===== src/rtl/psc_pkg.sv =====
// Shared definitions for the parallel/serial converter pair.
package psc_pkg;

    typedef enum logic {
        IDLE  = 1'b0,
        SHIFT = 1'b1
    } psc_state_t;

    localparam int PSC_DEFAULT_WIDTH = 2;

    function automatic int ctr_width(input int width);
        return $clog2(width);
    endfunction

endpackage


===== src/rtl/psc_hold_buf.sv =====
// One-entry symbol holding register with a full flag.
module psc_hold_buf
    import psc_pkg::*;
#(
    parameter int WIDTH = PSC_DEFAULT_WIDTH
) (
    input  logic             clk,
    input  logic             reset,
    input  logic             wr,
    input  logic             rd,
    input  logic [WIDTH-1:0] din,
    output logic [WIDTH-1:0] dout,
    output logic             full
);

    always_ff @(posedge clk or posedge reset) begin
        if (reset) begin
            dout <= '0;
            full <= 1'b0;
        end else if (wr) begin
            dout <= din;
            full <= 1'b1;
        end else if (rd) begin
            full <= 1'b0;
        end
    end

    wr_rd_exclusive: assert property (@(posedge clk) disable iff (reset) !(wr && rd));

endmodule


===== src/rtl/psc_serializer.sv =====
// Parallel-to-serial converter: valid/ready symbol input, one bit per en strobe.
module psc_serializer
    import psc_pkg::*;
#(
    parameter int WIDTH     = PSC_DEFAULT_WIDTH,
    parameter bit MSB_FIRST = 1'b1
) (
    input  logic             clk,
    input  logic             reset,
    input  logic             en,
    input  logic             in_valid,
    output logic             in_ready,
    input  logic [WIDTH-1:0] in_data,
    output logic             dout,
    output logic             dout_valid,
    output logic             busy
);

    localparam int CW = ctr_width(WIDTH);
    localparam logic [CW-1:0] LAST = CW'(WIDTH - 1);

    psc_state_t       state, state_nx;
    logic [CW-1:0]    cnt, cnt_nx;
    logic [WIDTH-1:0] shifter, shifter_nx, shifted;
    logic [WIDTH-1:0] hold_data;
    logic             hold_full, hold_wr, hold_rd;
    logic             xfer, last_bit;

    assign in_ready = !reset && !hold_full;
    assign xfer     = in_valid && in_ready;
    assign last_bit = en && (cnt == LAST);
    assign shifted  = MSB_FIRST ? {shifter[WIDTH-2:0], 1'b0} : {1'b0, shifter[WIDTH-1:1]};

    assign dout       = MSB_FIRST ? shifter[WIDTH-1] : shifter[0];
    assign dout_valid = (state == SHIFT);
    assign busy       = (state == SHIFT) || hold_full;

    psc_hold_buf #(
        .WIDTH(WIDTH)
    ) u_hold (
        .clk  (clk),
        .reset(reset),
        .wr   (hold_wr),
        .rd   (hold_rd),
        .din  (in_data),
        .dout (hold_data),
        .full (hold_full)
    );

    always_ff @(posedge clk or posedge reset) begin
        if (reset) begin
            state   <= IDLE;
            cnt     <= '0;
            shifter <= '0;
        end else begin
            state   <= state_nx;
            cnt     <= cnt_nx;
            shifter <= shifter_nx;
        end
    end

    always_comb begin
        state_nx   = state;
        cnt_nx     = cnt;
        shifter_nx = shifter;
        hold_wr    = 1'b0;
        hold_rd    = 1'b0;
        unique case (state)
            IDLE: begin
                if (xfer) begin
                    shifter_nx = in_data;
                    cnt_nx     = '0;
                    state_nx   = SHIFT;
                end
            end
            SHIFT: begin
                if (en && !last_bit) begin
                    shifter_nx = shifted;
                    cnt_nx     = cnt + 1'b1;
                end else if (last_bit) begin
                    cnt_nx = '0;
                    if (hold_full) begin
                        shifter_nx = hold_data;
                        hold_rd    = 1'b1;
                    end else if (xfer) begin
                        shifter_nx = in_data;
                    end else begin
                        shifter_nx = '0;
                        state_nx   = IDLE;
                    end
                end
                // A transfer on the final bit goes straight to the shifter, not the buffer.
                if (xfer && !last_bit) begin
                    hold_wr = 1'b1;
                end
            end
            default: state_nx = IDLE;
        endcase
    end

endmodule


===== config.mk =====
export PLATFORM = sky130hd
export DESIGN_NAME = psc_serializer
export DESIGN_NICKNAME = d
export VERILOG_FILES = /design/src/rtl/psc_pkg.sv /design/src/rtl/psc_hold_buf.sv /design/src/rtl/psc_serializer.sv
export SDC_FILE = /design/constraint.sdc
export NUM_CORES = 1
export LEC_CHECK = 0
export CAP_MARGIN = 10
export CORE_AREA = 2 2 39 41
export DETAILED_ROUTE_END_ITERATION = 6
export DIE_AREA = 0 0 41 43
export HOLD_SLACK_MARGIN = 0.15
export PLACE_DENSITY = 0.47
export SLEW_MARGIN = 15
export SYNTH_ARGS = -nofsm -noshare
export SYNTH_HDL_FRONTEND = slang
export SYNTH_SLANG_ARGS = --single-unit

===== constraint.sdc =====
create_clock -name clk -period 1.93 [get_ports clk]
set_input_delay 0.193 -clock clk [delete_from_list [all_inputs] [get_ports clk]]
set_output_delay 0.193 -clock clk [all_outputs]
set_load 0.005 [all_outputs]

## Word level (Yosys, flattened, before mapping)

Index checks and enable logic that the tools add are counted.

| storage, ports and cells | value |
|---|---|
| logic and storage cells | 43 |
| flip-flop bits (word level) | 7 |
| input port bits | 6 |

| operators by class | value |
|---|---|
| mux-type cells | 23 |
| add/subtract/negate cells | 1 |
| reductions and logical operators | 11 |
| eq/ne operators | 2 |
| bitwise gates (word level) | 1 |

Operators by type and width:

| operator | number |
|---|---|
| $mux 1 | 15 |
| $mux 2 | 5 |
| $logic_and 1x1->1 | 5 |
| $pmux 1 s2 | 2 |
| $pmux 2 s2 | 1 |
| $logic_not 1->1 | 3 |
| $ne 3x1->1 const B | 1 |
| $ne 2x2->1 const B | 1 |
| $reduce_and 2->1 | 1 |
| $reduce_bool 2->1 | 1 |
| $add 1x1->1 const B | 1 |
| $logic_or 1x1->1 | 1 |
| $not 1->1 | 1 |

## Logic depth before layout (Yosys ltp)

| logic depth | value |
|---|---|
| depth after elaboration | 8 |
| gate-level depth with buffers | 5 |
| gate-level depth less buffers | 4 |

## Cells and area by module

Synthesis repeated with hierarchy kept, for this count alone.

| unflattened totals | value |
|---|---|
| cell total of the unflattened synthesis | 40 |
| area, all modules | 411.6 µm² |

By module, submodules not included:

| module | cells an instance | area an instance (µm²) | sequential area each (µm²) | instances |
|---|---|---|---|---|
| psc_serializer | 32 | 297.8 | 100.1 | 1 |
| psc_hold_buf | 8 | 113.9 | 75.1 | 1 |

## Worst setup path before layout

Ideal clock, no wire load.

| path | value |
|---|---|
| kind | reg-to-reg |
| from | reg u_hold.full |
| to | reg shifter[1] |
| clock period less this slack | 1.270 ns |
| setup slack | 0.660 ns |
| path buffers | 0 |
| arrival | 1.197 ns |
| stages on the path, launching flop included | 5 |
| path through | dfrtp_1 > or3b_4 > o21ai_2 > a22oi_1 > a21oi_2 |

| between the ends | value |
|---|---|
| cells in the longest elaborated chain, start to end | 8 |
| elaborated cells on any way between the ends | 10 |

RTL lines:

| element | line | RTL |
|---|---|---|
| start: declaration | psc_hold_buf.sv:13 | `output logic full` |
| start signal: assignment | psc_hold_buf.sv:19 | `full <= 1'b0;` |
| start signal: assignment | psc_hold_buf.sv:22 | `full <= 1'b1;` |
| start signal: assignment | psc_hold_buf.sv:24 | `full <= 1'b0;` |
| $logic_not 1->1 | psc_serializer.sv:29 | `assign in_ready = !reset && !hold_full;` |
| $logic_and 1x1->1 | psc_serializer.sv:29 |  |
| $logic_and 1x1->1 | psc_serializer.sv:30 | `assign xfer = in_valid && in_ready;` |
| $mux 2 | psc_serializer.sv:85 | `end else if (xfer) begin` |
| $mux 2 | psc_serializer.sv:82 | `if (hold_full) begin` |
| $mux 2 | psc_serializer.sv:80 | `end else if (last_bit) begin` |
| $mux 2 | psc_serializer.sv:77 | `if (en && !last_bit) begin` |
| $pmux 2 s2 | psc_serializer.sv:68 | `unique case (state)` |
| end signal: assignment | psc_serializer.sv:58 | `shifter <= shifter_nx;` |
| end: declaration | psc_serializer.sv:24 | `logic [WIDTH-1:0] shifter, shifter_nx, shifted;` |

Parallel ways exist; a longest one is shown, timed or not. The select of a mux whose other input is x is not followed.
A chain may end at the register's enable or synchronous reset.

## Worst setup path in the final report

| path | value |
|---|---|
| from | reg state, in the netlist dout_valid |
| to | out busy |

| between the ends | value |
|---|---|
| cells in the longest elaborated chain, start to end | 1 |

RTL lines:

| element | line | RTL |
|---|---|---|
| start: declaration | psc_serializer.sv:22 | `psc_state_t state, state_nx;` |
| start signal: assignment | psc_serializer.sv:56 | `state <= state_nx;` |
| $logic_or 1x1->1 | psc_serializer.sv:36 | `assign busy = (state == SHIFT) \|\| hold_full;` |
| end: declaration | psc_serializer.sv:16 | `output logic busy` |

No other way between the ends.

==> qor.csv <==
metric;value;unit
min_period;1630;ps
post-cts-setup-buffer-count;0;
ff2ff_path_depth;4;
die_height;43;um
required;1740;ps
vias;304;
port_buffers;9;
io_pins;10;
synth_seq_cells;7;
holdWs;261;ps
areaGrowthSynthToFinish;37.0;%
ys_types;19;
clkTransAtPathRegs;60;ps
ctsResizeCount;0;
regToRegEndpoint;shifter[1];
drt_iter0_drc;4;
cp.arrival;1440;ps
grt_pass1_vias;309;
drive_gt1_frac;0.146;
start_util;0.257;
cts_hold_buf;0;
synth_cells;36;
finalHoldViolations;0;
ir_worst_vdd;472;uV
clock_latency;250;ps
powerDensity;1500;nW/um2
use_met2;0.156;
setup_tns;0;ps
clock.fmax;613;MHz
grt_pass1_wl;1.30;mm
gp_congestion;0.673;
drtAntennaViolNets;0;
drc;0;
cts_buffers;3;
grt_max_degree;12;
grtUsageMet3;0.0471;
status;completed;
coreArea;1380;um2
grt-ovfl-total;0;
grt_most_used_layer;met2;
synthesis.nets;42;
final_common_cell;clkdlybuf4s50_1;
final_cell_mix;clkdlybuf4s50_1 (9), dfrtp_1 (7), nand2_1 (4), nor2_1 (4), clkbuf_4 (3);
yosysSeqAreaShare;0.493;
end_kind;output pin;
cap_violations;0;
rsz0062_at_grt;false;
wl_per_cell;12.8;um
finalWirelength;819;um
ys_warn_count;0;
clk_path_buf_depth;2;
r2r_setup_slack;510;ps
drt_pass1_iterations;4;
die_area;1760;um2
synth_area;355;um2
cts_tree;built;
r2r_start;u_hold.full;
grtUsageTotal;0.119;
rows;14;
synth.avg_cell_area;9.87;um2
skew;8.05;ps
startpoint;dout_valid;
max_slew_margin;0.758;
post-dp-hpwl;618;um
grt_use_met1;0.142;
tightestPinTransition;364;ps
power_leakage;0.199;nW
fp.dieW;41;um
htreeDepth;1;
antenna_found_initial;0;
finalCritPeriodShare;0.845;
hp-class;in2async;
setup-violations-final;0;
antenna_cells;0;
clkSinkCount;7;
crit_fanout;11;
critPathKind;reg2out;
slew_viol_final;0;
startpoint_type;register;
nNetsFinal;55;
routed_via_density;4.75;
root_buffer;clkbuf_4;
[critical path, stage by stage (launching register included)]
cell and delay, ps:
dfrtp_1 500, or2_1 260, clkdlybuf4s50_1 440
[sequential cells by signal, indices dropped and copies added, names as in the netlist]
| signal | count |
|---|---|
| cnt | 1 |
| shifter | 2 |
| u_hold.dout | 2 |
| dout_valid | 1 |
| u_hold.full | 1 |
[per-layer routing]
metal / wire length, um / vias to the layer above
met5: 0 / -
met4: 11 / 0
met3: 62 / 2
met2: 378 / 11
met1: 366 / 139
li1: - / 152
[metrics by stage]
step	utilization	cell area, um2	setup slack [ps]	power [W]	instances
after floorplan	-	355	660	0.000473	36
final	0.352	487	298	0.000732	64
after CTS	0.352	487	286	0.000741	64
after detailed placement	0.333	460	308	0.000603	60
after global routing	0.352	487	226	0.000802	64
after global placement	0.333	460	328	0.000593	60
[area by class of cell]
cell class,count,area (um2)
Multi-Input combinational cell,27,171
Fill cell,142,897
Tap cell,16,20.0
Clock buffer,4,26.3
Timing Repair Buffer,9,90.1
Inverter,1,3.75
Sequential cell,7,175
[cell families (layout without fill, tap and decap cells)]
group	Yosys count	in the layout	share of synthesized area
compound gates	10	10	0.187
buf+inv	2	14	0.0246
flops	7	7	0.493
mux	3	3	0.0915
simple gates	14	14	0.204
[Yosys cell counts, drive strengths merged]
master / number / area, um2
nand2: 4 / 15.0
dfrtp: 7 / 175
nor2: 4 / 15.0
nand3b: 1 / 7.51
mux2: 2 / 22.5
o21ai: 4 / 27.5
a21oi: 3 / 18.8
buf: 1 / 5.00
nor2b: 1 / 6.26
or2: 1 / 6.26
nand3: 1 / 5.00
mux2i: 1 / 10.0
nand4: 1 / 6.26
inv: 1 / 3.75
or3b: 1 / 11.3
a22oi: 1 / 7.51
a31oi: 2 / 12.5
[worst max path at each step]
stage,end,cells after the start
2_1_floorplan,shifter[1],4
3_3_place_gp,shifter[1],5
3_5_place_dp,shifter[1],5
4_1_cts,busy,2
5_1_grt,busy,2
6_report,busy,2
[power by group]
part	total [W]	internal, W	switching [W]
registers	0.000315	0.000222	0.0000922
logic	0.000286	0.000165	0.000121
clock network	0.000131	0.0000788	0.0000525
Power figures use the tool's default switching activity.
